$ cat src/rtl/button_debouncer.sv
// Debounces a raw mechanical button: 2-flop synchronizer, four-state qualification FSM,
// and registered level/press/release/busy outputs.
module button_debouncer #(
    parameter int unsigned DEBOUNCE_CYCLES = 20
) (
    input  logic clk,
    input  logic reset_n,
    input  logic btn_raw,
    output logic btn_level,
    output logic press_pulse,
    output logic release_pulse,
    output logic busy
);

    localparam int unsigned CW = (DEBOUNCE_CYCLES > 1) ? $clog2(DEBOUNCE_CYCLES) : 1;
    localparam logic [CW-1:0] CNT_MAX = CW'(DEBOUNCE_CYCLES - 1);

    typedef enum logic [1:0] {
        IDLE,
        PRESS_WAIT,
        PRESSED,
        RELEASE_WAIT
    } state_t;

    logic          sync_meta;
    logic          btn_sync;
    state_t        state;
    state_t        state_next;
    logic [CW-1:0] cnt;
    logic [CW-1:0] cnt_next;
    logic          level_next;
    logic          press_next;
    logic          release_next;
    logic          busy_next;

    always_ff @(posedge clk or negedge reset_n) begin
        if (!reset_n) begin
            sync_meta <= 1'b0;
            btn_sync  <= 1'b0;
        end else begin
            sync_meta <= btn_raw;
            btn_sync  <= sync_meta;
        end
    end

    // Outputs are registered from the next-state decode so they change on the
    // same edge as the state they describe.
    always_ff @(posedge clk or negedge reset_n) begin
        if (!reset_n) begin
            state         <= IDLE;
            cnt           <= '0;
            btn_level     <= 1'b0;
            press_pulse   <= 1'b0;
            release_pulse <= 1'b0;
            busy          <= 1'b0;
        end else begin
            state         <= state_next;
            cnt           <= cnt_next;
            btn_level     <= level_next;
            press_pulse   <= press_next;
            release_pulse <= release_next;
            busy          <= busy_next;
        end
    end

    always_comb begin
        state_next = state;
        cnt_next   = cnt;
        case (state)
            IDLE: begin
                if (btn_sync) begin
                    state_next = PRESS_WAIT;
                    cnt_next   = '0;
                end
            end
            PRESS_WAIT: begin
                if (!btn_sync) begin
                    state_next = IDLE;
                    cnt_next   = '0;
                end else if (cnt == CNT_MAX) begin
                    state_next = PRESSED;
                    cnt_next   = '0;
                end else begin
                    cnt_next = cnt + CW'(1);
                end
            end
            PRESSED: begin
                if (!btn_sync) begin
                    state_next = RELEASE_WAIT;
                    cnt_next   = '0;
                end
            end
            RELEASE_WAIT: begin
                if (btn_sync) begin
                    state_next = PRESSED;
                    cnt_next   = '0;
                end else if (cnt == CNT_MAX) begin
                    state_next = IDLE;
                    cnt_next   = '0;
                end else begin
                    cnt_next = cnt + CW'(1);
                end
            end
            default: begin
                state_next = IDLE;
                cnt_next   = '0;
            end
        endcase
    end

    always_comb begin
        level_next   = (state_next == PRESSED) || (state_next == RELEASE_WAIT);
        busy_next    = (state_next == PRESS_WAIT) || (state_next == RELEASE_WAIT);
        press_next   = (state == PRESS_WAIT) && (state_next == PRESSED);
        release_next = (state == RELEASE_WAIT) && (state_next == IDLE);
    end

endmodule

$ cat config.mk
export PLATFORM = sky130hd
export DESIGN_NAME = button_debouncer
export DESIGN_NICKNAME = d
export VERILOG_FILES = /design/src/rtl/button_debouncer.sv
export SDC_FILE = /design/constraint.sdc
export NUM_CORES = 1
export LEC_CHECK = 0
export ABC_CLOCK_PERIOD_IN_PS = 2550
export CORE_AREA = 4 4 41 43
export CTS_CLUSTER_DIAMETER = 120
export CTS_CLUSTER_SIZE = 28
export DETAILED_ROUTE_END_ITERATION = 8
export DIE_AREA = 0 0 45 47
export PLACE_DENSITY = 0.71
export SLEW_MARGIN = 0
export SYNTH_ARGS = -nofsm -noshare
export SYNTH_HDL_FRONTEND = slang
export SYNTH_SLANG_ARGS = --single-unit
$ cat constraint.sdc
create_clock -name clk -period 2.55 [get_ports clk]
set_input_delay 0.3825 -clock clk [delete_from_list [all_inputs] [get_ports clk]]
set_output_delay 0.3825 -clock clk [all_outputs]
set_load 0.02 [all_outputs]
==> results.md <==
- Leakage: 0.289 nW
- # rows: 13
- Psw: 0.0785 mW
- Via count: 347
- Drt drc: 0
- Worst EP arrival: 1.39 ns
- Busiest grt layer: met2
- PwrDens: 580 nW/um2
- Yosys top cell by area: dfrtp_1
- Detailed Route WL: 829 um
- IO Port Bufs: 6
- Register area: 300 um2
- H-tree depth: 1
- Multi-input gate area: 219 um2
- Vias per cell: 5.10
- Cell count along the critical path: 1
- Core Util, Final: 49.0%
- Yosys reg bits: 12
- Switching Fraction: 21.2%
- Die Height: 47 um
- Top-area cell type share of the netlist area: 57.4%
- Tightest Pin Transition: 0.525 ns
- Sequential share of power: 54.3%
- Placer Congestion: 0.739
- CORE AREA: 1300 um2
- Endpoints failing setup: 0
- Clock share of power: 40.3%
- Yosys cell types: 21
- Final antenna-violating net count: 0
- Placed inst area: 602 um2
- Synth Area per Inst: 12.2 um2
- Initial Util: 40.2%
- Total gr overflow: 0
- Critical path class: reg -> out
- Buf/Inv on CP: 1
- Drt first-iter violations: 3
- Final Cycle Share: 69.5%
- Comb power frac: 5.5%
- PostCTS Resize Cnt: 0
- CTS tree: yes
- Post-Syn Instances: 43
- Final hold violation count: 0
- Req. time, crit path: 2.17 ns
- Yosys warning total: 0
- HP Class: reg -> reg
- Final layout net count: 58
- Met3 Use GR: 3.45%
- Antenna violations before repair: 0
- Sequential element share of the synthesized area: 57.4%
- Root Buffer: clkbuf_4
- CTS max path bufs: 2
- Hold_buf cts: 0
- Detailed Routing Iterations Pass 1: 4
- HPWL Detailed: 620 um
- CP Capture Type: output pin
- Maximum Capacitance Violations: 0
- Worst Reg-to-Reg Cells: 4
- Syn_nets: 47
- Critical Path Max Stage Delay: 0.65 ns
- CP Cell Sequence: clkdlybuf4s50_1
- Fillers: 128
- Slew headroom: 64.9%
- Ports: 7
- Total negative slack: 0 ns
- Area delta synth->final: 22.0%
- Peak supply drop: 0.277 mV
- Routed length per instance: 12.2 um
- GR Layer Usage met2: 15.5%
- Maximum clock rate: 565 MHz
- Tot GR Track Use: 10.6%
- Final Cell Area: 638 um2
- Final Max Slew Viols: 0
- Critical path's slowest cell: clkdlybuf4s50_1
- Vias in the first global route: 349
- TritonCTS Buffers: 3
- GR met1 Demand/Resource: 13.5%
- Largest cells by area after synthesis: dfrtp_1 57%, mux2_4 5.7%, nand2_1 3.6%, xnor2_1 3.3%, nor3b_1 2.9%
- Netlist Area Pre-Place: 523 um2
- Worst hold stages: 0
- Setup Fix Bufs, Post-CTS: 0
- Number of inserted diodes: 0
- Int Power: 0.292 mW
- Delay-heaviest family, CP: buffers and inverters
- Worst Skew: 0.00356 ns
- Worst-path clk slew: 0.08 ns
- Layout cells sized above 1: 17.0%
- First-pass GRT wire length: 1550 um
- Chip Width: 45 um
- DIE AREA: 2120 um2
- Unrepaired setup endpoints after global routing: no
- Startpoint types: flip-flop
- Min Tclk post-route: 1.77 ns
- Status: finished, final reports clean
- Total clock sinks: 12
- Crit Path Max Fanout: 7
- Worst skew pair latency: 0.27 ns
- Largest net degree at the start of global routing: 13
[final cells by class]
| class | instances | share of cell area, % |
|---|---|---|
| inverters | 1 | 0.588 |
| clock buffers | 4 | 5.69 |
| flip-flops and latches | 12 | 47.1 |
| well taps | 15 | 2.94 |
| multi-input cells | 30 | 34.3 |
| repair buffers | 6 | 9.41 |
[through the flow]
stage	power [mW]	setup slack (ns)	cells	hold WS [ns]
6_report	0.370	0.779	68	0.354
5_1_grt	0.393	0.679	68	0.376
4_1_cts	0.378	0.765	68	0.356
3_5_place_dp	0.226	1.07	64	0.338
3_3_place_gp	0.225	1.08	64	0.334
2_1_floorplan	0.214	1.19	43	0.0869
[registers in the layout, indices dropped and copies added (netlist names)]
register / flops
sync_meta: 1
press_pulse: 1
btn_level: 1
btn_sync: 1
state: 2
cnt: 5
release_pulse: 1
[placed cells by master (no fill, tap or decap)]
cell type	synthesis	routed
nor3_1	1	1
dfrtp_1	12	12
nand2_4	1	1
a221oi_1	1	1
and2b_1	1	1
a21oi_1	1	1
nand2_1	5	5
mux2_4	2	2
mux2_2	1	1
inv_1	1	1
nor2_1	3	3
o22ai_1	2	2
mux2i_1	1	1
xor2_1	1	1
nand3_1	1	1
clkbuf_4	0	3
a22o_1	1	1
clkdlybuf4s50_1	0	6
nor3b_1	2	2
and3b_2	1	1
clkbuf_8	0	1
ha_1	1	1
xnor2_1	2	2
o21ai_0	2	2
[per-layer routing]
metal  vias up  part of all wire [%]  routed length (um)
li1        171                     -                   -
met1       168                    47                 391
met2         6                    48                 394
met3         2                   4.2                  35
met4         0                  0.97                   8
met5         -                     0                   0
[kinds of logic (layout without fill, tap and decap cells)]
family                     count (synthesis)  in the layout  share of synthesized area (%)
and+or+nand+nor                           15             15                           16.0
xor gates and xnor gates                   3              3                           5.02
AOI/OAI and AO/OA                          7              7                           8.61
adders and majority gates                  1              1                           2.39
buffers and inverters                      1             11                          0.717
DFF                                       12             12                           57.4
muxes                                      4              4                           9.81
[power groups by stage]
stage / Combinational (mW) / Sequential, mW / Clock (mW)
6_report: 0.0202 / 0.201 / 0.149
5_1_grt: 0.0234 / 0.202 / 0.168
4_1_cts: 0.0210 / 0.201 / 0.156
3_5_place_dp: 0.0211 / 0.205 / 0
3_3_place_gp: 0.0203 / 0.205 / 0
2_1_floorplan: 0.00944 / 0.205 / 0
[cells in the mapped netlist]
cell type	instances
nand3_1	1
a21oi_1	1
o22ai_1	2
mux2_4	2
xor2_1	1
nand2_4	1
ha_1	1
inv_1	1
and2b_1	1
nand2_1	5
mux2_2	1
xnor2_1	2
a221oi_1	1
mux2i_1	1
and3b_2	1
nor3b_1	2
dfrtp_1	12
nor2_1	3
o21ai_0	2
nor3_1	1
a22o_1	1
[final timing paths]
kind,start,slack [ns],end
max in group asynchronous,reset_n,1.74,cnt[4]
min in group asynchronous,reset_n,0.45,state[1]
hold / removal,sync_meta,0.35,btn_sync
setup reg to reg,cnt[0],1.13,state[1]
setup / recovery,state[0],0.78,busy
hold reg to reg,sync_meta,0.35,btn_sync
(Power assumes the default switching activity.)
